**src/rtl/lab06_sched_pkg.sv**
```systemverilog
// Shared types and constants for the lab06 two-requester scheduler.
// The optional WAIT-state timeout is enabled by defining LAB06_SCHED_TIMEOUT_EN.
package lab06_sched_pkg;

  localparam int N_BEATS_DEF     = 4;
  localparam int TIMEOUT_CYC_DEF = 64;
  localparam int REQ_CNT         = 2;
  localparam int RES_W           = 6;
  localparam int NIB_W           = 4;
  localparam int MODE_W          = 2;

  typedef enum logic [1:0] {
    ST_IDLE,
    ST_SEND,
    ST_WAIT,
    ST_RESP
  } sched_state_e;

  typedef struct packed {
    logic [MODE_W-1:0] mode;
    logic              owner;
  } job_meta_t;

  function automatic logic [REQ_CNT-1:0] owner_onehot(input logic owner);
    logic [REQ_CNT-1:0] oh;
    oh        = '0;
    oh[owner] = 1'b1;
    return oh;
  endfunction

endpackage

```
**src/rtl/lab06_rr_arb2.sv**
```systemverilog
// Two-way round-robin arbiter; the pointer moves past whichever requester
// was granted whenever the owner of the grant reports an accepted job.
module lab06_rr_arb2
  import lab06_sched_pkg::*;
(
  input  logic               clk,
  input  logic               rst,
  input  logic [REQ_CNT-1:0] req,
  input  logic               advance,
  output logic [REQ_CNT-1:0] grant
);

  logic ptr_q;

  always_comb begin
    grant = '0;
    if (!ptr_q) begin
      if (req[0])      grant = 2'b01;
      else if (req[1]) grant = 2'b10;
    end else begin
      if (req[1])      grant = 2'b10;
      else if (req[0]) grant = 2'b01;
    end
  end

  // Granting 0 hands priority to 1 next, and vice versa.
  always_ff @(posedge clk) begin
    if (rst)                    ptr_q <= 1'b0;
    else if (advance && |grant) ptr_q <= grant[0];
  end

endmodule

```
**src/rtl/lab06_sched.sv**
```systemverilog
// Round-robin job scheduler in front of one lab06 core: accepts a job, bursts
// its nibbles into the core, returns the result. Timeout: LAB06_SCHED_TIMEOUT_EN.
module lab06_sched
  import lab06_sched_pkg::*;
#(
  parameter int N_BEATS     = N_BEATS_DEF,
  parameter int TIMEOUT_CYC = TIMEOUT_CYC_DEF
) (
  input  logic                                    clk,
  input  logic                                    rst,
  input  logic [REQ_CNT-1:0]                      req_valid,
  output logic [REQ_CNT-1:0]                      req_ready,
  input  logic [REQ_CNT-1:0][NIB_W*N_BEATS-1:0]   req_data,
  input  logic [REQ_CNT-1:0][MODE_W-1:0]          req_mode,
  output logic [REQ_CNT-1:0]                      rsp_valid,
  output logic signed [RES_W-1:0]                 rsp_result,
  output logic                                    rsp_err,
  output logic                                    core_in_valid,
  output logic [NIB_W-1:0]                        core_in_number,
  output logic [MODE_W-1:0]                       core_mode,
  input  logic                                    core_out_valid,
  input  logic signed [RES_W-1:0]                 core_out_result
);

  localparam int BEAT_W = (N_BEATS > 1) ? $clog2(N_BEATS) : 1;
  localparam int OP_W   = NIB_W * N_BEATS;

  if (N_BEATS < 1 || TIMEOUT_CYC < 1) begin : g_bad_cfg
    $error("lab06_sched: N_BEATS and TIMEOUT_CYC must be >= 1");
  end

  sched_state_e         state_q, state_d;
  logic [REQ_CNT-1:0]   grant;
  logic                 accept;
  logic [OP_W-1:0]      ops_q;
  job_meta_t            meta_q;
  logic [BEAT_W-1:0]    beat_q;
  logic signed [RES_W-1:0] res_q;
  logic                 last_beat;
  logic                 tmo_hit;

  lab06_rr_arb2 u_arb (
    .clk     (clk),
    .rst     (rst),
    .req     (req_valid),
    .advance (accept),
    .grant   (grant)
  );

  assign accept    = |(req_valid & req_ready);
  assign last_beat = (beat_q == BEAT_W'(N_BEATS - 1));

`ifdef LAB06_SCHED_TIMEOUT_EN
  localparam int TMO_W = $clog2(TIMEOUT_CYC + 1);
  logic [TMO_W-1:0] tmo_q;
  logic             err_q;

  // Held at zero outside WAIT, so every WAIT entry starts a fresh count.
  always_ff @(posedge clk) begin
    if (rst)                     tmo_q <= '0;
    else if (state_q != ST_WAIT) tmo_q <= '0;
    else                         tmo_q <= tmo_q + 1'b1;
  end

  assign tmo_hit = (state_q == ST_WAIT) && (tmo_q == TMO_W'(TIMEOUT_CYC - 1));

  // A core answer on the terminal cycle takes precedence over the abort.
  always_ff @(posedge clk) begin
    if (rst)
      err_q <= 1'b0;
    else if (state_q == ST_WAIT && (core_out_valid || tmo_hit))
      err_q <= !core_out_valid;
  end

  assign rsp_err = (state_q == ST_RESP) && err_q;
`else
  assign tmo_hit = 1'b0;
  assign rsp_err = 1'b0;
`endif

  always_ff @(posedge clk) begin
    if (rst) state_q <= ST_IDLE;
    else     state_q <= state_d;
  end

  always_comb begin
    state_d = state_q;
    case (state_q)
      ST_IDLE: if (accept)                    state_d = ST_SEND;
      ST_SEND: if (last_beat)                 state_d = ST_WAIT;
      ST_WAIT: if (core_out_valid || tmo_hit) state_d = ST_RESP;
      ST_RESP:                                state_d = ST_IDLE;
      default:                                state_d = ST_IDLE;
    endcase
  end

  always_ff @(posedge clk) begin
    if (rst) begin
      ops_q  <= '0;
      meta_q <= '0;
      beat_q <= '0;
      res_q  <= '0;
    end else begin
      case (state_q)
        ST_IDLE: if (accept) begin
          ops_q  <= req_data[grant[1]];
          meta_q <= '{mode: req_mode[grant[1]], owner: grant[1]};
          beat_q <= '0;
        end
        // Nibble 0 sits in the low bits, so shifting right walks the burst.
        ST_SEND: begin
          ops_q  <= ops_q >> NIB_W;
          beat_q <= beat_q + 1'b1;
        end
        ST_WAIT: begin
          if (core_out_valid) res_q <= core_out_result;
          else if (tmo_hit)   res_q <= '0;
        end
        default: ;
      endcase
    end
  end

  always_comb begin
    req_ready      = '0;
    rsp_valid      = '0;
    core_in_valid  = 1'b0;
    core_in_number = '0;
    core_mode      = '0;
    case (state_q)
      ST_IDLE: if (!rst) req_ready = grant;
      ST_SEND: begin
        core_in_valid  = 1'b1;
        core_in_number = ops_q[NIB_W-1:0];
        core_mode      = meta_q.mode;
      end
      ST_RESP: rsp_valid = owner_onehot(meta_q.owner);
      default: ;
    endcase
  end

  assign rsp_result = res_q;

endmodule

```
**config.mk**
```make
export PLATFORM = sky130hd
export DESIGN_NAME = lab06_sched
export DESIGN_NICKNAME = d
export VERILOG_FILES = /design/src/rtl/lab06_sched_pkg.sv /design/src/rtl/lab06_rr_arb2.sv /design/src/rtl/lab06_sched.sv
export SDC_FILE = /design/constraint.sdc
export NUM_CORES = 1
export LEC_CHECK = 0
export ABC_AREA = 1
export CORE_ASPECT_RATIO = 1.75
export CORE_UTILIZATION = 46
export CTS_BUF_LIST = sky130_fd_sc_hd__clkbuf_4 sky130_fd_sc_hd__clkbuf_8
export DETAILED_ROUTE_END_ITERATION = 10
export PLACE_DENSITY = 0.82
export SLEW_MARGIN = 5
export SYNTH_ARGS = -nofsm -noshare
export SYNTH_HDL_FRONTEND = slang
export SYNTH_SLANG_ARGS = --single-unit
```
**constraint.sdc**
```tcl
create_clock -name clk -period 1.7 [get_ports clk]
set_input_delay 0.34 -clock clk [delete_from_list [all_inputs] [get_ports clk]]
set_output_delay 0.34 -clock clk [all_outputs]
set_load 0.01 [all_outputs]
```
==> impl_results.md, run 1 <==
* Count of cells along the worst register-to-register path at 10
* Initial DRC Count at 26
* Horiz. Die Dim at ~50 um
* GRT Total Usage at 0.247
* Count of antenna-violating nets left after detailed routing at 0
* CTS HTree Levels at 2
* Congestion Overflow GR at 0
* Cell Area, Synth at ~1800 sq um
* Unrepaired setup endpoints after global routing: yes
* Number of warnings printed during yosys synthesis at 0
* Critical path buffer and inverter count at 3
* Max_cap viols at 0
* Clock tree root buffer cell: clkbuf_8
* Effective utilization at floorplan at 0.475
* Number of sinks on the clock net at 30
* Reg-to-reg critical path startpoint: state_q[1]
* Data required time at the worst endpoint at 1.86 ns
* Final WL at 5060 um
* Remaining design rule violation count at 0
* Average detailed-routed wire length per instance at 11.9 um
* Worst min-delay path category: flip-flop to flip-flop
* Post-synthesis sequential area ratio at 0.327
* Die Area at 4260 sq um
* Most repeated library cell on the critical path: nand2_4
* Detail-routed via count per cell at 4.88
* Data arrival time of the critical path at approximately 1.9 ns
* Routability-driven placement congestion ratio at 0.962
* CP max-delay cell: clkdlybuf4s50_1
* Reg2Reg Setup Slack at 0.04 ns
* Synthesis-to-layout area growth at 52.2%
* Number of enable-type register cells in the synthesized netlist at 0
* Clock Skew at 0.00850 ns
* Final critical delay including setup and external delays at 1.70 ns
* Pwr/cell area at about 1200 nW/um^2
* First-pass GRT wire length at 8020 um
* End point of the most critical hold path: meta_q[2]
* Maximum number of pins on one net before global-route repair at 25
* Highest Clock Rate at between 500 and 600 MHz
* Commonest non-fill, non-tap cell in the layout: nand2_1
* IO Port Bufs at 63
* Chain of cells forming the critical path: clkdlybuf4s50_1, buf_4, nand2_4, buf_6, nand3_2, nand2_4, nand2_1, a21oi_1, nor2_1
* Initial antenna violation count at 0
* Final setup violating endpoints at 0
* Top-level I/O count at 65
* Setup Crit Path Kind: input port to flip-flop
* Final worst hold slack at 0.483 ns
* Fraction of final layout cells with drive strength greater than 1 at 0.165
* Destination of the worst register-to-register timing path: state_q[0]
* Via count of the first global-routing pass at between 1500 and 2000
* Gate count after technology mapping at 292
* Post-route clock period utilization at 0.998
* Fin. Hold Viols at 0
* Initial DRT Pass Iterations at 4
* Reg clk slew, reported paths at 0.06 ns
* Launching element type of the critical path: input port
* Dpl hpwl at 3660 um
* Via total after detailed routing at 2071
* Worst Setup Slack, final at 0.00416 ns
* Crit. End Element: flip-flop
* Most used DFF post-synth: dfxtp_1
* ANT cells at 0
* Maximum fanout encountered on the critical timing path at 8
* CTS buffer count at 5
* Peak supply drop at 0.922 mV
* Synth Register Bits at 30
* Layout Nets at 428
* Row Count at 30
* Static leakage power at 1.44 nW
* Fin. max-slew vios at 0
* Maximum root-to-sink buffer count at 2
* CP top delay family: buffers and inverters
* Most frequent cells in the layout: nand2_1 (64), clkdlybuf4s50_1 (52), nor2_1 (46), nand3_1 (42), inv_1 (41)
* Worst hold path cell count at 2
* Clock tree from TritonCTS: yes
* Setup total negative slack at 0 ns
* Critical hold path startpoint: meta_q[2]
* Clk_lat worst skew at between 0.2 and 0.3 ns
* Avg Inst Size Synth at 6.29 sq um
* Async set or reset register ratio after synthesis at 0
* Minimum setup slack after placement at -0.329 ns
* Post-synthesis cell type count at 22
* Critical path's largest stage delay at about 0.43 ns
* Syn Nets at 345
* Area of the placeable core at 3870 sq um
* Die H at 85.6 um
* Outcome: complete, no violations
## kinds of logic (layout without fill, tap and decap cells)
logic type / after synthesis / after routing / synth area share
flip-flops: 30 / 30 / 0.327
AND/OR/NAND/NOR: 160 / 160 / 0.385
other: 1 / 1 / 0.00204
buffers and inverters: 64 / 148 / 0.159
adder cells (fa/ha/maj): 6 / 6 / 0.0409
AO/OA/AOI/OAI: 31 / 31 / 0.0865
## synthesized netlist by cell type (2+ instances only)
cell type	number	area (sq um)
buf_2	5	25.0
nand2_1	65	244
buf_6	5	56.3
ha_1	6	75.1
nand3_2	2	20.0
o21ai_0	11	55.1
a21oi_1	9	45.0
buf_4	2	15.0
o21ai_1	9	45.0
nor2_1	46	173
nand2_4	3	33.8
dfxtp_1	30	601
inv_2	6	22.5
nand3_1	42	210
inv_1	44	165
## worst min-delay path: stages (launching register included)
cell and delay (ns):
dfxtp_1 0.33, nor2_1 0.05, nor2_1 0.08
## where the power goes
part	internal [mW]	switching [mW]
clock network	0.325	0.288
registers	0.942	0.134
logic	0.785	0.929
total	2.05	1.35
## sequential cells by signal, indices dropped and copies added (netlist names)
name,count
beat_q,2
meta_q,3
ops_q,16
rsp_result,6
state_q,2
u_arb.ptr_q,1
## metrics by stage
| stage | std cells | total power [mW] | area [sq um] | util |
|---|---|---|---|---|
| after floorplan | 292 | 2.04 | 1840 | - |
| after global placement | 408 | 2.56 | 2580 | 0.667 |
| after detailed placement | 408 | 2.60 | 2580 | 0.667 |
| after CTS | 420 | 3.30 | 2720 | 0.704 |
| after global routing | 424 | 3.66 | 2800 | 0.723 |
| final | 424 | 3.40 | 2800 | 0.723 |
## per-layer routing
| layer | track usage | part of all wire | vias to the layer above | routed length [um] |
|---|---|---|---|---|
| li1 | - | - | 1062 | - |
| met1 | 0.208 | 0.35 | 927 | 1760 |
| met2 | 0.486 | 0.58 | 63 | 2920 |
| met3 | 0.0496 | 0.030 | 19 | 151 |
| met4 | 0.169 | 0.047 | 0 | 236 |
| met5 | 0 | 0 | - | 0 |
## area by class of cell
cell class                      instances  area, sq um
Clock buffer                            6         82.6
Timing Repair Buffer                   90          843
Clock inverter                          2         12.5
Fill cell                             305         1070
Multi-Input combinational cell        198          996
Tap cell                               48         60.1
Inverter                               50          195
Sequential cell                        30          606
## how the worst max path moves through the flow
stage,start,to,slack [ns],cells past startpoint
2_1_floorplan,state_q[1],ops_q[2],0.26,10
3_5_place_dp,req_valid[1],ops_q[8],-0.33,9
5_1_grt,req_valid[0],state_q[0],-0.09,9
3_3_place_gp,rst,req_ready[1],-0.30,5
6_report,req_valid[0],state_q[0],0.004,9
4_1_cts,state_q[1],req_ready[1],-0.001,8
## what timing repair did
item,CTS,global route
resized for setup,38,13
pin swaps,2,6
setup buffers,4,5
hold endpoints to repair,0,0
hold buffers,0,0
endpoints found under the setup margin,24,22
Note: power is estimated with default switching activity, not from simulation.
==> inputs of run 2 (changes only) <==
Settings changed: CTS_BUF_LIST sky130_fd_sc_hd__clkbuf_4 sky130_fd_sc_hd__clkbuf_8 to sky130_fd_sc_hd__clkbuf_8.
==> results of run 2 <==
Final layout, timing and power as in run 1 (identical DEF).
